==> config.mk <==
export PLATFORM = sky130hd
export DESIGN_NAME = inst_fetch
export DESIGN_NICKNAME = d
export VERILOG_FILES = /design/src/rtl/fetch_pkg.sv /design/src/rtl/inst_fetch_branch_lut.sv /design/src/rtl/inst_fetch.sv
export SDC_FILE = /design/constraint.sdc
export NUM_CORES = 1
export LEC_CHECK = 0
export ABC_AREA = 1
export CAP_MARGIN = 25
export CORE_UTILIZATION = 55
export DETAILED_ROUTE_END_ITERATION = 10
export MAX_ROUTING_LAYER = met4
export PLACE_DENSITY = 0.82
export SYNTH_ARGS = -nofsm -noshare
export SYNTH_HDL_FRONTEND = slang
export SYNTH_SLANG_ARGS = --single-unit
==> constraint.sdc <==
create_clock -name clk -period 3.2 [get_ports clk]
set_input_delay 0.48 -clock clk [delete_from_list [all_inputs] [get_ports clk]]
set_output_delay 0.48 -clock clk [all_outputs]
set_load 0.01 [all_outputs]
==> src/rtl/fetch_pkg.sv <==
// Shared encodings, state type and opcode helper for the instruction fetch unit.
package fetch_pkg;

  localparam int unsigned INST_BITS = 9;
  localparam int unsigned LUT_IDX_W = 5;

  localparam logic [INST_BITS-1:0] NOP_INST   = 9'h1A0;
  localparam logic [INST_BITS-1:0] HALT_INST  = 9'h1FF;
  localparam logic [2:0]           BR_OPC_MAX = 3'b011;

  typedef enum logic [1:0] {
    IDLE = 2'd0,
    RUN  = 2'd1,
    HALT = 2'd2
  } fetch_state_t;

  // Branch opcodes live in the upper half of the opcode space, sub-opcodes 0..3.
  function automatic logic is_branch(input logic [INST_BITS-1:0] inst);
    return inst[8] && (inst[7:5] <= BR_OPC_MAX);
  endfunction

endpackage

==> src/rtl/inst_fetch_branch_lut.sv <==
// Branch-target register file: one synchronous write port, one combinational read port.
module branch_lut #(
  parameter int DEPTH = 32,
  parameter int W     = 10,
  parameter int IDX_W = 5
) (
  input  logic             clk,
  input  logic             we,
  input  logic [IDX_W-1:0] waddr,
  input  logic [W-1:0]     wdata,
  input  logic [IDX_W-1:0] raddr,
  output logic [W-1:0]     rdata
);

  // Contents are deliberately left unreset; software loads targets before use.
  logic [W-1:0] mem_q [DEPTH];

  always_ff @(posedge clk) begin
    if (we) begin
      mem_q[waddr] <= wdata;
    end
  end

  // A same-cycle write is not forwarded: readers see the old entry this cycle.
  assign rdata = mem_q[raddr];

endmodule

==> src/rtl/inst_fetch.sv <==
// Instruction fetch / PC unit: start/run/stall/halt sequencing with LUT-based branches.
// Optional RUN-cycle counter output is compiled in with FETCH_CYCLE_COUNT_EN.
module inst_fetch
  import fetch_pkg::*;
#(
  parameter int PC_W      = 10,
  parameter int INST_W    = 9,
  parameter int LUT_DEPTH = 32
) (
  input  logic                 clk,
  input  logic                 rst_n,
  input  logic                 start,
  input  logic [PC_W-1:0]      start_pc,
  input  logic                 stall,
  input  logic                 branch_en,
  output logic [PC_W-1:0]      imem_addr,
  input  logic [INST_W-1:0]    imem_rdata,
  output logic [INST_W-1:0]    inst,
  output logic [PC_W-1:0]      pc,
  output logic                 running,
  output logic                 done,
  input  logic                 lut_we,
  input  logic [LUT_IDX_W-1:0] lut_waddr,
  input  logic [PC_W-1:0]      lut_wdata,
`ifdef FETCH_CYCLE_COUNT_EN
  output logic [15:0]          cycle_count,
`endif
  output fetch_state_t         dbg_state
);

  fetch_state_t    state_q;
  logic [PC_W-1:0] pc_q;
  logic [PC_W-1:0] pc_d;
  logic            running_q;
  logic            done_q;
  logic [PC_W-1:0] lut_rdata;
  logic            take_branch;

  branch_lut #(
    .DEPTH (LUT_DEPTH),
    .W     (PC_W),
    .IDX_W (LUT_IDX_W)
  ) u_lut (
    .clk   (clk),
    .we    (lut_we),
    .waddr (lut_waddr),
    .wdata (lut_wdata),
    .raddr (imem_rdata[LUT_IDX_W-1:0]),
    .rdata (lut_rdata)
  );

  // branch_en from the decoder only counts when the fetched word really is a branch.
  always_comb begin
    take_branch = branch_en && is_branch(imem_rdata);
    pc_d        = pc_q + PC_W'(1);
    if (take_branch) begin
      pc_d = lut_rdata;
    end
  end

  // start is a one-cycle pulse honoured only from IDLE or HALT; in RUN it is ignored.
  always_ff @(posedge clk) begin
    if (!rst_n) begin
      state_q   <= IDLE;
      pc_q      <= '0;
      running_q <= 1'b0;
      done_q    <= 1'b0;
    end else begin
      case (state_q)
        IDLE, HALT: begin
          if (start) begin
            state_q   <= RUN;
            pc_q      <= start_pc;
            running_q <= 1'b1;
            done_q    <= 1'b0;
          end
        end
        RUN: begin
          if (!stall) begin
            if (imem_rdata == HALT_INST) begin
              state_q   <= HALT;
              running_q <= 1'b0;
              done_q    <= 1'b1;
            end else begin
              pc_q <= pc_d;
            end
          end
        end
        default: begin
          state_q   <= IDLE;
          pc_q      <= '0;
          running_q <= 1'b0;
          done_q    <= 1'b0;
        end
      endcase
    end
  end

`ifdef FETCH_CYCLE_COUNT_EN
  logic [15:0] cycle_cnt_q;

  // Counts every RUN cycle including stalls, saturating; frozen outside RUN.
  always_ff @(posedge clk) begin
    if (!rst_n) begin
      cycle_cnt_q <= '0;
    end else if (start && (state_q != RUN)) begin
      cycle_cnt_q <= '0;
    end else if ((state_q == RUN) && (cycle_cnt_q != 16'hFFFF)) begin
      cycle_cnt_q <= cycle_cnt_q + 16'd1;
    end
  end

  assign cycle_count = cycle_cnt_q;
`endif

  // A stalled slot shows NOP; the held PC re-presents the same word once released.
  assign inst      = ((state_q == RUN) && !stall) ? imem_rdata : NOP_INST;
  assign imem_addr = pc_q;
  assign pc        = pc_q;
  assign running   = running_q;
  assign done      = done_q;
  assign dbg_state = state_q;

endmodule
# After elaboration in Yosys (flattened, before gate mapping)
# Memory sizes are Yosys's and may differ from the RTL's.
# Cells that the tools add are included.
# totals
word_cells	42
romBits	0
mem_count	1
output_inout_bits	33
ramBits	320
regBits	14
input_bits	40
latch_bits	0
# mem_list
name	words	width	read_ports	rd_ports_with_merged_regs	write_ports	line	rtl
u_lut.mem_q	32	10	1	0	1	inst_fetch_branch_lut.sv:16	logic [W-1:0] mem_q [DEPTH];
# classes
bitwise_logic	0
div_mod_pow	0
n_mux	20
addsub	1
shifts	0
n_reduce_logical	8
order_cmp	1
n_eq_ne	7
multipliers	0
# op_table
cell	count
$mux W10	4
$pmux W10 S2	1
$add A10 B1 Y10 const B	1
$eq A9 B9 Y1 const B	1
$mux W9	1
$mux W1	8
$ne A2 B2 Y1 const B	4
$mux W2	3
$reduce_and A3 Y1	2
$pmux W1 S2	2
$pmux W2 S2	1
$le A3 B2 Y1 const B	1
$logic_and A1 B1 Y1	3
$eq A2 B1 Y1 const B	1
$eq A2 B2 Y1 const B	1
$logic_not A2 Y1	1
$reduce_or A2 Y1	1
$logic_not A1 Y1	1

# Longest topological paths before layout
# Gate-level depths: netlist of the first run.
# logic_depth
ltp_word	7
ltp_mapped	12
mapped_depth_nobuf	10

# Modules after synthesis
# A second synthesis of the first run with hierarchy kept.
# hier_totals
hier_cells	1339
area_unflattened_um2	14312.5
# modules_own_cells
mod	area_per_inst_um2	cells_per_inst	seq_area_each_um2	instances
branch_lut	13130.1	1130	9609.2	1
inst_fetch	1182.4	209	260.2	1

# Worst setup path before layout of the first run
# Ideal clock, no wire load.
# synth_timing
kind	flip-flop to output port
start	reg state_q[0], in the netlist dbg_state[0]
end	out inst[5]
slack_ps	1524
required_time_ps	2720
path_buffers	0
path_stages_with_launch	7
t_arrival_ps	1196
path_cell_list	dfxtp_1 > inv_1 > nor2_1 > inv_1 > nor2_1 > inv_1 > or2_2
# synth_between
elab_chain_len	3
# synth_lines
item	line	rtl
start, declared	inst_fetch.sv:31	fetch_state_t state_q;
start signal, assigned	inst_fetch.sv:64	state_q <= IDLE;
start signal, assigned	inst_fetch.sv:72	state_q <= RUN;
start signal, assigned	inst_fetch.sv:81	state_q <= HALT;
$eq A2 B1 Y1	inst_fetch.sv:117	assign inst = ((state_q == RUN) && !stall) ? imem_rdata : NOP_INST;
$logic_and A1 B1 Y1	inst_fetch.sv:117	
$mux W9	inst_fetch.sv:117	
end, declared	inst_fetch.sv:18	output logic [INST_W-1:0] inst,
# Every way passes these cells.

# Final worst setup path of the first run
# Same ends and word-level chain as after synthesis.

==> results of run 1 <==
[stage by stage]
| stage | setup slack (ns) | instances | total power [W] | util, % | hold WS [ns] |
|---|---|---|---|---|---|
| after global routing | 0.0720 | 1672 | 0.00991 | 65.5 | 0.521 |
| after CTS | 0.105 | 1672 | 0.00962 | 65.5 | 0.507 |
| after floorplan | 1.52 | 1237 | 0.00555 | - | 0.492 |
| final | 0.260 | 1672 | 0.00963 | 65.5 | 0.513 |
| after global placement | 0.645 | 1615 | 0.00595 | 61.3 | 0.470 |
| after detailed placement | 0.595 | 1615 | 0.00597 | 61.3 | 0.500 |
[cell families after synthesis]
kind of cell,after synthesis
simple gates,696
flops,333
buf+inv,112
compound gates,91
xor+xnor,4
fa+ha+maj,1
[placed cells by master (no fill, tap or decap), types with 3 or more instances in the layout]
| cell | instances |
|---|---|
| a21oi_1 | 29 |
| buf_4 | 62 |
| clkbuf_1 | 5 |
| clkbuf_16 | 37 |
| clkdlybuf4s50_1 | 70 |
| clkinv_1 | 9 |
| clkinv_2 | 5 |
| dfxtp_1 | 13 |
| edfxtp_1 | 320 |
| inv_1 | 25 |
| inv_2 | 4 |
| nand2_1 | 281 |
| nand3_1 | 254 |
| nand4_1 | 6 |
| nor2_1 | 150 |
| o21ai_0 | 41 |
| o21ai_1 | 18 |
| xor2_1 | 3 |
[layout make-up]
class	count	area (um^2)	area share [%]
Clock buffer	42	945	5.86
Clock inverter	15	96.3	0.598
Inverter	31	119	0.737
Multi-Input combinational cell	792	3470	21.5
Sequential cell	333	9870	61.2
Tap cell	324	405	2.52
Timing Repair Buffer	135	1210	7.51
[report_power, final]
group          total [W]  switching [W]  internal [W]
sequential       0.00495      0.0000833       0.00486
combinational   0.000965       0.000608      0.000356
clock            0.00372        0.00155       0.00217
[flip-flops by register name, indices dropped and copies added, names as in the netlist]
name,flops
dbg_state,1
done,1
imem_addr,10
running,1
u_lut.mem_q,320
[worst reg2reg max path: stages, from the launching register on]
cell and delay, ns:
dfxtp_1 0.55, ha_1 0.26, nand3_1 0.13, nor2_1 0.19
nand3_1 0.12, o21ai_0 0.17, a21oi_1 0.06, nor2_1 0.13
nand2_1 0.07, a21oi_1 0.12
[how the worst max path moves through the flow]
stage,startpoint,depth (start not counted),to
3_3_place_gp,imem_rdata[3],8,imem_addr[1]
2_1_floorplan,dbg_state[0],6,inst[5]
5_1_grt,dbg_state[0],7,inst[5]
6_report,dbg_state[0],7,inst[5]
3_5_place_dp,imem_rdata[3],8,imem_addr[2]
4_1_cts,dbg_state[0],7,inst[5]
[metal layers]
| metal | track usage [%] | up-vias | share of wire [%] |
|---|---|---|---|
| met5 | - | - | 0 |
| met4 | 9.91 | 0 | 2.9 |
| met3 | 6.24 | 82 | 13 |
| met2 | 43.5 | 720 | 46 |
| met1 | 39.0 | 4809 | 38 |
| li1 | - | 4498 | - |
==> impl_metrics.toml, run 1 <==
[clocking]
postCtsSetupRepairBufs = 0
clock_sink_count = 333
cts_resized = 0
root_buffer = "clkbuf_16"
hold_buffers = 0
clkLatencyLatePin_ns = 0.52
clkTransAtPathRegs_ns = 0.06
max-clock-path-buffers = 3
cts_tree = "done"
htreeDepth = 2
cts_buffers = 34

[drt]
detail_route.wl_per_cell_um = 21.3
via_per_inst = 6.05
ant_nets = 0
dr.first_iter.drc_count = 1548
via_count = 10100
drc = 0
drtPass1Iterations = 5
routed_wl_um = 35700

[sta]
slew-limit-headroom_pct = 47.9
fmax_mhz = 340
hold_viol = 0
tightest_slew_ns = 0.781
final.setup.tns_ns = 0
setup_violations = 0
rsz0062_at_grt = "false"
fin_crit_sh_pct = 91.9
finalCriticalPeriod_ns = 2.94
finClkSkew_ns = 0.0166
slew_viol_final = 0

[worst_setup_path]
cp_slowest_cell = "clkdlybuf4s50_1"
reg2reg_to = "imem_addr[8]"
reg2reg_depth = 9
start_kind = "register"
cp.required_ns = 2.72
crit_family = "buffers and inverters"
criticalPathCategory = "reg -> out"
r2r-start = "imem_addr[0]"
worst_setup_path_end_kind = "output pin"
rrSetupSlack_ns = 1.35
path_buf_inv = 4
worstPathMaxFanout = 12
max_stage_delay_ns = 0.48
worst_path_most_repeated_cell = "inv_1"
cp_data_arrival_time_ns = 2.46
crit_chain = "inv_1 > nor2_2 > inv_2 > nor2_1 > inv_1 > or2_2 > clkdlybuf4s50_1"

[synth]
ys_async_sr_fraction_pct = 0
synthSimpleGateAreaFrac_pct = 21.2
synth_xor_area_share_pct = 0.251
synth_compound_area_share_pct = 3.33
synthCells = 1237
synth_top_family_by_area = "simple AND/OR/NAND/NOR gates"
synth_cell_types = 26
synthTopCellsByCount = "edfxtp_1, nand2_1, nand3_1"
synthAdderAreaFrac_pct = 0.0897
yosysTopAreaCell = "edfxtp_1"
synth_ff_type = "edfxtp_1"
syn_nets = 1278
avgSynthCellArea_um2 = 11.3
yosys_warnings = 0
netlist_top_cells_area = "edfxtp_1, nand3_1, nand2_1"
synth-edff-count = 320
yosysMostFrequentCell = "edfxtp_1"
ys_ff_latch = 333
synthMuxAreaShare_pct = 0
yosys.area.top_type_share_pct = 68.9
synth_area_mm2 = 0.0139
ys_seq_area_share_pct = 70.8

[floorplanning]
initial_utilization_pct = 56.7
io_pins = 73
core-area_mm2 = 0.0246
die_width_um = 161
dieArea_mm2 = 0.0260
rows = 57
die_y_um = 161

[cells_and_area]
syn_to_final_growth_pct = 15.6
post-route-cell-area_mm2 = 0.0161
drive_above_1_share_pct = 8.83
fill_cells = 1718
diodes = 0
layout.nets = 1368

[grt]
track_usage_pct = 28.8
grt_max_degree = 73
antenna_found_initial = 0
grt_pass1_vias = 9637
grt_pass1_wl_um = 54500
grt.overflow.total = 0

[min_path]
hold_start = "running"
hold_depth = 2
hold_end = "running"
hp-class = "reg -> reg"

[placed_design]
postPlaceCellArea_mm2 = 0.0151
dp_hpwl_um = 21700
place_congestion = 0.943
numPortBuffers = 72

[power]
power_density_mw_per_mm2 = 597
vdd_ir_drop_max_mv = 0.377
power.leakage_nw = 5.75

[outcome]
status = "complete, no violations"

[run]
drv_cap = 0
(Power assumes the default switching activity.)
==> run 2, diff against run 1 <==
CORE_UTILIZATION = 49   (was 55)
PLACE_DENSITY = 0.78   (was 0.82)
clock period = 2.5 ns   (was 3.2 ns; I/O delays follow)
==> run 2 against run 1 <==
  * Die area increased by 12%
  * Sequential power grew 28%
  * Worst setup slack got worse by 0.071 ns
  * Largest cell class unchanged
  * Global-route usage fell by 3.8 points
  * Clock skew is 0.0061 ns higher
  * Sequential cell count unchanged
  * Clock-buffer cell count increased by 7
  * Critical path type unchanged
  * Highest routed layer unchanged
  * Largest power group unchanged
  * Power grew 28%
  * Via count fell by 0.69%
  * Critical path depth grew 1
==> impl_metrics.toml, run 2 (synthesis results as in run 1) <==
[sta]
finClkSkew_ns = 0.0227
finalCriticalPeriod_ns = 2.31
fmax_mhz = 433
setup_violations = 0
rsz0062_at_grt = "false"
whs_ns = 0.486
hold_viol = 0
slew-limit-headroom_pct = 66.7
tightest_slew_ns = 0.499
final.setup.tns_ns = 0
slew_viol_final = 0
setup_slack_ns = 0.189
fin_crit_sh_pct = 92.4

[placed_design]
dp_hpwl_um = 21500
place_ws_ns = 0.174
numPortBuffers = 72
place_congestion = 0.992

[worst_setup_path]
cp_data_arrival_time_ns = 1.94
worstPathMaxFanout = 6
crit_family = "buffers and inverters"
reg2reg_depth = 9
worst_setup_path_end_kind = "output pin"
cp_slowest_cell = "dfxtp_1"
rrSetupSlack_ns = 0.80
worst_path_most_repeated_cell = "inv_1"
r2r-start = "imem_addr[0]"
path_buf_inv = 5
cp.required_ns = 2.12
crit_chain = "inv_1 > nor2_2 > inv_1 > nor2_1 > inv_1 > buf_4 > nor2_1 > dlygate4sd2_1"
start_kind = "register"
max_stage_delay_ns = 0.35
criticalPathCategory = "reg -> out"
reg2reg_to = "imem_addr[8]"

[power]
power.leakage_nw = 5.86
intPower_w = 0.00950
power_density_mw_per_mm2 = 757
switching_share_pct = 23.1
p_clk_share_pct = 38.7
vdd_ir_drop_max_mv = 0.443
p_sw_w = 0.00285
comb_power_share_pct = 10.2
seq_power_share_pct = 51.1
total_power_w = 0.0124

[clocking]
max-clock-path-buffers = 3
clkLatencyLatePin_ns = 0.52
hold_buffers = 0
root_buffer = "clkbuf_16"
postCtsSetupRepairBufs = 0
clkTransAtPathRegs_ns = 0.06
clock_sink_count = 333
cts_tree = "done"
htreeDepth = 2
cts_buffers = 34

[drt]
routed_wl_um = 34800
drtPass1Iterations = 6
via_count = 10000
dr.first_iter.drc_count = 1307
via_per_inst = 5.75
ant_nets = 0
drc = 0
detail_route.wl_per_cell_um = 19.9

[grt]
grt.overflow.total = 0
grt_max_degree = 86
grt_pass1_wl_um = 53000
antenna_found_initial = 0
track_usage_pct = 25.0
grt_pass1_vias = 9548

[cells_and_area]
drive_above_1_share_pct = 9.44
layout.nets = 1384
largest_reg_flops = 320
syn_to_final_growth_pct = 17.1
fill_cells = 2162
layout_common_cells = "edfxtp_1, nand2_1, nand3_1"
regArea_mm2 = 0.00987
final_common_cell = "edfxtp_1"
top_register = "u_lut.mem_q"
multiInputGateArea_mm2 = 0.00347

[floorplanning]
die_y_um = 171
dieArea_mm2 = 0.0291
rows = 61
die_width_um = 171
initial_utilization_pct = 50.1
io_pins = 73
core-area_mm2 = 0.0279

[min_path]
hp-class = "reg -> reg"
hold_depth = 2
hold_end = "running"
hold_start = "running"

[run]
drv_cap = 0

[outcome]
status = "complete, no violations"
-- run 2: changes by cell type in the layout (fill, tap and decap cells not counted), moves of 2 or more --
cell / change
clkbuf_1: +7
clkinv_2: -4
dlygate4sd2_1: +6
buf_12: +2
clkdlybuf4s50_1: -8
buf_4: +14
dlymetal6s2s_1: +2
-- run 2: cell type report --
class / count / area share, %
sequential: 333 / 60.4
multi-input combinational: 792 / 21.3
clock buffer: 49 / 5.95
tap: 378 / 2.90
inverter: 31 / 0.728
clock inverter: 11 / 0.421
timing repair buffer: 151 / 8.29
antenna: 1 / 0.0153
-- run 2: worst max path at each step --
| stage | startpoint | endpoint | slack, ns | cells after the start |
|---|---|---|---|---|
| 2_1_floorplan | dbg_state[0] | inst[5] | 0.93 | 6 |
| 3_3_place_gp | imem_rdata[2] | imem_addr[1] | 0.19 | 9 |
| 3_5_place_dp | imem_rdata[2] | imem_addr[0] | 0.17 | 9 |
| 4_1_cts | dbg_state[0] | inst[5] | 0.04 | 7 |
| 5_1_grt | dbg_state[0] | inst[2] | 0.11 | 8 |
| 6_report | dbg_state[0] | inst[2] | 0.19 | 8 |
-- run 2: what timing repair did --
action	4_1_cts	5_1_grt
resized for setup	7	2
setup endpoints to repair	8	2
cloned	0	0
endpoints found under the hold margin	0	0
-- run 2: through the flow --
step	cells	util (%)	cell area [um^2]
2_1_floorplan	1237	-	13900
3_3_place_gp	1685	54.9	15300
3_5_place_dp	1685	54.9	15300
4_1_cts	1745	58.6	16300
5_1_grt	1745	58.6	16300
6_report	1746	58.6	16300
-- run 2: power by group through the flow --
stage          sequential [W]  clock (W)  combinational, W
4_1_cts               0.00631    0.00479           0.00124
5_1_grt               0.00633    0.00502           0.00136
6_report              0.00632    0.00478           0.00126
2_1_floorplan         0.00643          0          0.000673
3_3_place_gp          0.00642          0           0.00121
3_5_place_dp          0.00643          0           0.00123
-- run 2: routing by layer --
metal	vias up	routed length, um	GRT usage [%]
met5	-	0	-
met4	0	1040	9.01
met3	85	3900	4.95
met2	629	16200	39.0
met1	4781	13600	32.5
li1	4544	-	-
-- run 2: worst min-delay path: cells and delay by family, from the launching register on --
family             cells  cell delay, ns
AOI/OAI and AO/OA      1            0.06
DFF                    1            0.31
and+or+nand+nor        1            0.06
